File: config.mk
export PLATFORM = sky130hd
export DESIGN_NAME = ibus_arbiter
export DESIGN_NICKNAME = d
export VERILOG_FILES = /design/src/rtl/ibus_arbiter_pkg.sv /design/src/rtl/rr_pick2.sv /design/src/rtl/ibus_arbiter.sv
export SDC_FILE = /design/constraint.sdc
export NUM_CORES = 1
export LEC_CHECK = 0
export CAP_MARGIN = 0
export CELL_PAD_IN_SITES_DETAIL_PLACEMENT = 1
export CELL_PAD_IN_SITES_GLOBAL_PLACEMENT = 1
export CORE_MARGIN = 8
export CORE_UTILIZATION = 47
export DETAILED_ROUTE_END_ITERATION = 8
export DONT_BUFFER_PORTS = 1
export PLACE_DENSITY_LB_ADDON = 0.1
export SLEW_MARGIN = 5
export SYNTH_ARGS = -nofsm -noshare
export SYNTH_HDL_FRONTEND = slang
export SYNTH_SLANG_ARGS = --single-unit
File: constraint.sdc
create_clock -name clk -period 2.2 [get_ports clk]
set_clock_uncertainty 0.05 [all_clocks]
set_input_delay 0.33 -clock clk [delete_from_list [all_inputs] [get_ports clk]]
set_output_delay 0.33 -clock clk [all_outputs]
set_load 0.03 [all_outputs]
File: src/rtl/ibus_arbiter_pkg.sv
// Shared definitions for the I/O bus arbiter: FSM encodings, bus widths and
// the legal read-latency range.
package ibus_arbiter_pkg;

  localparam logic [1:0] StIdle  = 2'd0;
  localparam logic [1:0] StIssue = 2'd1;
  localparam logic [1:0] StWait  = 2'd2;

  localparam int unsigned AddrWidth = 18;
  localparam int unsigned DataWidth = 16;

  localparam int unsigned RdLatMin = 1;
  localparam int unsigned RdLatMax = 4;

  // True when a read latency fits the 3-bit wait counter and bus timing.
  function automatic bit rd_lat_ok(input int unsigned lat);
    return (lat >= RdLatMin) && (lat <= RdLatMax);
  endfunction

endpackage

File: src/rtl/rr_pick2.sv
// Two-way round-robin picker. pointer selects the master that wins a tie
// (0 = master 0, 1 = master 1). Purely combinational, one-hot output.
module rr_pick2 (
  input  logic [1:0] req,
  input  logic       pointer,
  output logic [1:0] win
);

  // A master wins if it requests and either the other is idle or it holds priority.
  always_comb begin
    win    = 2'b00;
    win[0] = req[0] & (~req[1] | ~pointer);
    win[1] = req[1] & (~req[0] |  pointer);
  end

endmodule

File: src/rtl/ibus_arbiter.sv
// Arbiter sharing the 16-bit I/O bus between the DMA engine (m0) and the
// debug/monitor master (m1). One transaction per grant, round-robin priority,
// registered bus-side outputs.
// Optional: define IBUS_ARB_LOCK_EN to add m0_lock/m1_lock, which pin the
// grant to one master for read-modify-write bursts.
module ibus_arbiter
  import ibus_arbiter_pkg::*;
#(
  parameter int unsigned RD_LAT = 1,
  parameter int unsigned AW     = AddrWidth
) (
  input  logic                 clk,
  input  logic                 rst_n,

  input  logic                 m0_req,
  input  logic                 m0_we,
  input  logic [AW-1:0]        m0_adr,
  input  logic [DataWidth-1:0] m0_wdata,
  output logic                 m0_gnt,
  output logic [DataWidth-1:0] m0_rdata,
  output logic                 m0_rvalid,

  input  logic                 m1_req,
  input  logic                 m1_we,
  input  logic [AW-1:0]        m1_adr,
  input  logic [DataWidth-1:0] m1_wdata,
  output logic                 m1_gnt,
  output logic [DataWidth-1:0] m1_rdata,
  output logic                 m1_rvalid,

`ifdef IBUS_ARB_LOCK_EN
  input  logic                 m0_lock,
  input  logic                 m1_lock,
`endif

  output logic                 ibus_ren,
  output logic [AW-1:0]        ibus_radr,
  input  logic [DataWidth-1:0] ibus_rdata,
  output logic                 ibus_wen,
  output logic [AW-1:0]        ibus_wadr,
  output logic [DataWidth-1:0] ibus_wdata,
  output logic                 busy
);

  if (!rd_lat_ok(RD_LAT)) begin : g_rd_lat_bad
    $error("ibus_arbiter: RD_LAT must be within 1..4");
  end

  logic [1:0]           state_q;
  logic                 ptr_q;
  logic                 owner_q;
  logic                 we_q;
  logic [2:0]           cnt_q;
  logic                 ren_q, wen_q;
  logic [AW-1:0]        radr_q, wadr_q;
  logic [DataWidth-1:0] wdata_q;
  logic [DataWidth-1:0] m0_rdata_q, m1_rdata_q;
  logic                 m0_rvalid_q, m1_rvalid_q;

  logic [1:0]           req_vec;
  logic                 ptr_eff;
  logic [1:0]           win;
  logic [1:0]           gnt_vec;
  logic                 grant;
  logic                 gsel;
  logic                 g_we;
  logic [AW-1:0]        g_adr;
  logic [DataWidth-1:0] g_wdata;

`ifdef IBUS_ARB_LOCK_EN
  logic lock_act_q;
  logic lock_own_q;
  logic owner_lock;
  logic g_lock;
`endif

  rr_pick2 u_pick (
    .req     (req_vec),
    .pointer (ptr_eff),
    .win     (win)
  );

  // Arbitration inputs, grant decode and selection of the winner's fields.
  always_comb begin
    req_vec = {m1_req, m0_req};
    ptr_eff = ptr_q;
`ifdef IBUS_ARB_LOCK_EN
    owner_lock = lock_own_q ? m1_lock : m0_lock;
    g_lock     = 1'b0;
    if (lock_act_q) begin
      // Held lock masks the other master; a dropped lock hands priority over
      // in the same IDLE cycle.
      if (owner_lock) req_vec = req_vec & (lock_own_q ? 2'b10 : 2'b01);
      else            ptr_eff = ~lock_own_q;
    end
`endif
    gnt_vec = (state_q == StIdle) ? win : 2'b00;
    grant   = |gnt_vec;
    gsel    = gnt_vec[1];
    g_we    = gsel ? m1_we    : m0_we;
    g_adr   = gsel ? m1_adr   : m0_adr;
    g_wdata = gsel ? m1_wdata : m0_wdata;
`ifdef IBUS_ARB_LOCK_EN
    g_lock  = gsel ? m1_lock  : m0_lock;
`endif
  end

  // FSM, capture registers, latency counter and registered bus outputs.
  always_ff @(posedge clk or negedge rst_n) begin
    if (!rst_n) begin
      state_q     <= StIdle;
      ptr_q       <= 1'b0;
      owner_q     <= 1'b0;
      we_q        <= 1'b0;
      cnt_q       <= 3'd0;
      ren_q       <= 1'b0;
      wen_q       <= 1'b0;
      radr_q      <= '0;
      wadr_q      <= '0;
      wdata_q     <= '0;
      m0_rdata_q  <= '0;
      m1_rdata_q  <= '0;
      m0_rvalid_q <= 1'b0;
      m1_rvalid_q <= 1'b0;
`ifdef IBUS_ARB_LOCK_EN
      lock_act_q  <= 1'b0;
      lock_own_q  <= 1'b0;
`endif
    end else begin
      ren_q       <= 1'b0;
      wen_q       <= 1'b0;
      m0_rvalid_q <= 1'b0;
      m1_rvalid_q <= 1'b0;
      unique case (state_q)
        StIdle: begin
`ifdef IBUS_ARB_LOCK_EN
          if (lock_act_q && !owner_lock) begin
            lock_act_q <= 1'b0;
            ptr_q      <= ~lock_own_q;
          end
`endif
          if (grant) begin
            state_q <= StIssue;
            owner_q <= gsel;
            we_q    <= g_we;
`ifdef IBUS_ARB_LOCK_EN
            if (g_lock) begin
              ptr_q      <= gsel;
              lock_act_q <= 1'b1;
              lock_own_q <= gsel;
            end else begin
              ptr_q      <= ~gsel;
              lock_act_q <= 1'b0;
            end
`else
            ptr_q   <= ~gsel;
`endif
            if (g_we) begin
              wen_q   <= 1'b1;
              wadr_q  <= g_adr;
              wdata_q <= g_wdata;
            end else begin
              ren_q   <= 1'b1;
              radr_q  <= g_adr;
            end
          end
        end
        StIssue: begin
          if (we_q) begin
            state_q <= StIdle;
          end else begin
            state_q <= StWait;
            cnt_q   <= 3'(RD_LAT);
          end
        end
        StWait: begin
          if (cnt_q == 3'd1) begin
            state_q <= StIdle;
            if (owner_q) begin
              m1_rdata_q  <= ibus_rdata;
              m1_rvalid_q <= 1'b1;
            end else begin
              m0_rdata_q  <= ibus_rdata;
              m0_rvalid_q <= 1'b1;
            end
          end else begin
            cnt_q <= cnt_q - 3'd1;
          end
        end
        default: state_q <= StIdle;
      endcase
    end
  end

  assign m0_gnt     = gnt_vec[0];
  assign m1_gnt     = gnt_vec[1];
  assign m0_rdata   = m0_rdata_q;
  assign m1_rdata   = m1_rdata_q;
  assign m0_rvalid  = m0_rvalid_q;
  assign m1_rvalid  = m1_rvalid_q;
  assign ibus_ren   = ren_q;
  assign ibus_radr  = radr_q;
  assign ibus_wen   = wen_q;
  assign ibus_wadr  = wadr_q;
  assign ibus_wdata = wdata_q;
  assign busy       = (state_q != StIdle);

endmodule

==> run_results.csv <==
group,metric,value,unit
power,pwr-share-comb,25.2,%
timing,maxSlewViolCount,0,
synthesis,yosysWarnings,0,
clock_network,cts_buffers,9,
clock_network,clockBufferDepth,2,
synthesis,synth-xor-area-share,0,%
route,drt-total-wl,13400,um
timing,relSlewSlack,45.1,%
power,p_sw_share,48.4,%
floorplan,core,9200,sq um
final_layout,final_common_cell,"dfrtp_1",
floorplan,io_pins,181,
synthesis,synth-compound-area-share,13.6,%
route,via_count,3264,
worst_setup_path,required,1.82,ns
synthesis,syn-num-nets,479,
global_route,grt_pass1_wl,20900,um
synthesis,yosysUniqueCellTypes,35,
final_layout,fin_area,4740,sq um
power,ir_drop,789,uV
global_route,overflow,0,
min_path,min_path_type,"in2async",
clock_network,cts.clk_slew.worst_paths,0.09,ns
worst_setup_path,worstSetupPathType,"reg2out",
floorplan,start_util,48.0,%
synthesis,ys_ff_latch,96,
clock_network,cts.sinks,96,
clock_network,cts_root_buffer,"clkbuf_8",
floorplan,std_cell_rows,35,
synthesis,synth_top_family_by_area,"simple AND/OR/NAND/NOR gates",
clock_network,cts.htree.levels,3,
placed_design,numPortBuffers,0,
placed_design,place.gp.congestion,0.821,
synthesis,syn_area,4420,sq um
timing,worst_slew_pin_slew,0.823,ns
final_layout,final_util,51.6,%
placed_design,dpl-instance-area,4520,sq um
final_layout,n_fill_cell,958,
power,p_int,4.23,mW
power,powerDensity,1730,nW/um^2
power,p_leak,1.94,nW
timing,hold_viol,96,
floorplan,die_w,113,um
job,timing.max_cap.violations,0,
route,drt_iter0_drc,146,
synthesis,yosysSeqAreaShare,54.4,%
timing,rsz0062_at_grt,"false",
timing,hold_slack,-0.397,ns
power,pwr-share-clk,15.7,%
power,switching_power,3.96,mW
worst_setup_path,worstPathArrival,1.71,ns
global_route,grt_pass1_vias,3535,
final_layout,num-nets-final,470,
synthesis,synth_area_per_cell,11.4,sq um
placed_design,dp_cells,478,
final_layout,final_cell_mix,"95 x dfrtp_1, 68 x or3_1, 36 x nor3_1, 34 x o311a_1, 32 x mux2_2",
route,ant_nets,0,
worst_setup_path,startpoint_type,"flip-flop",
synthesis,synthAdderAreaFrac,0.567,%
outcome,violations,"hold timing",
route,wl_per_cell,27.1,um
floorplan,die_height,113,um
floorplan,die_area,12800,sq um
timing,setup_tns,0,ns
final_layout,drive_gt1_share,19.1,%
synthesis,synth_simple_gate_area_share,17.4,%
worst_setup_path,end_kind,"output pin",
route,via_per_inst,6.59,
final_layout,instances_no_fill,495,
global_route,antenna_found_initial,2,
timing,setup-violations-final,0,
synthesis,syn_inst,387,
outcome,status,"finished with violations",
route,route.detailed.drc,0,
timing,timing.fmax,480,MHz
power,seqPwrFrac,59.1,%
global_route,grt_start_max_net_pins,97,
timing,fin_crit,2.09,ns
clock_network,cts_tree,"built",
global_route,grt_use_total,20.9,%
final_layout,area.growth.synth_to_final,7.45,%
placed_design,dpl.hpwl,9190,um
clock_network,cts_setup_buffers,0,
clock_network,clk_latency,0.36,ns
synthesis,synth_mux_area_share,8.16,%
route,dr.pass1.iters,4,
worst_setup_path,critPathMaxFanout,8,
timing,min_period_over_period,94.8,%
## metrics by stage
step / power [mW] / setup WS, ns
2_1_floorplan: 6.24 / 0.184
3_3_place_gp: 6.87 / 0.243
3_5_place_dp: 6.97 / 0.137
4_1_cts: 8.28 / 0.107
5_1_grt: 8.62 / 0.0139
6_report: 8.19 / 0.115
## cell families after synthesis
logic type | after synthesis
AOI/OAI and AO/OA | 68
adders and majority gates | 2
buffers and inverters | 59
DFF | 96
muxes | 32
and+or+nand+nor | 130
## layer usage
layer	routed length [um]	vias to the layer above	track usage, %
li1	-	1424	-
met1	5050	1671	23.0
met2	6270	140	33.2
met3	1750	27	11.5
met4	338	2	8.08
met5	13	-	0
## cell usage after synthesis, drive strengths merged
| library cell | number | area, sq um |
|---|---|---|
| nand3b | 1 | 7.51 |
| or4b | 1 | 10.0 |
| a2bb2oi | 1 | 8.76 |
| or2 | 4 | 25.0 |
| clkbuf | 26 | 97.6 |
| ha | 2 | 25.0 |
| nor2b | 2 | 12.5 |
| dfrtp | 96 | 2400 |
| nand3 | 1 | 5.00 |
| a21oi | 4 | 20.0 |
| nand2b | 3 | 18.8 |
| o311a | 34 | 340 |
| buf | 10 | 75.1 |
| nor2 | 6 | 22.5 |
| mux2 | 32 | 360 |
| a31oi | 1 | 6.26 |
| a32o | 1 | 10.0 |
| nand4bb | 1 | 11.3 |
| a21o | 1 | 7.51 |
| inv | 23 | 86.3 |
| and2b | 1 | 7.51 |
| nand2 | 3 | 11.3 |
| o21ai | 5 | 25.0 |
| or3 | 68 | 425 |
| or3b | 2 | 17.5 |
| nor3b | 1 | 12.5 |
| o21a | 1 | 7.51 |
| a311o | 1 | 10.0 |
| a311oi | 19 | 166 |
| nor3 | 36 | 180 |
## registers in the layout, indices dropped and copies added (netlist names), 2 cells and up
| name | flops |
|---|---|
| ibus_radr | 18 |
| ibus_wadr | 18 |
| ibus_wdata | 16 |
| m0_rdata | 16 |
| m1_rdata | 16 |
| cnt_q | 3 |
| state_q | 2 |
## power by group through the flow
stage	clock [mW]	sequential (mW)	combinational (mW)
finish	1.28	4.84	2.06
global route	1.37	4.97	2.28
CTS	1.32	4.88	2.09
detailed placement	0	4.90	2.07
global placement	0	4.88	1.99
floorplan	0	4.60	1.64
## worst paths after layout
check                                from             to  slack (ns)  depth (start not counted)
max                            state_q[0]         m1_gnt        0.11                          3
min                                 rst_n   ibus_wadr[4]       -0.40                          0
max reg2reg                    state_q[0]  ibus_radr[16]        0.13                          3
min reg2reg                      cnt_q[2]       cnt_q[2]        0.51                          1
max in group asynchronous           rst_n  ibus_radr[15]        2.31                          0
min in group clk           ibus_rdata[10]   m1_rdata[10]        0.06                          1
## final cells by class
cell class	instances	area, sq um	area share (%)
Clock inverter	6	91.3	1.93
Inverter	23	90.1	1.90
Clock buffer	10	128	2.69
Sequential cell	96	2400	50.7
Tap cell	111	139	2.93
Multi-Input combinational cell	232	1770	37.3
Timing Repair Buffer	16	120	2.53
Antenna cell	1	2.50	0.0527
## worst max-delay path: stages (launching register included)
cell and delay (ns):
dfrtp_2 0.45, or2_2 0.30, or3b_4 0.42, clkinvlp_4 0.17
## repair_timing
item                                    in CTS  in global routing
hold endpoints to repair                    96                 96
endpoints found under the setup margin       1                  0
gates resized for setup                      3                  0
Note: power is estimated with default switching activity, not from simulation.
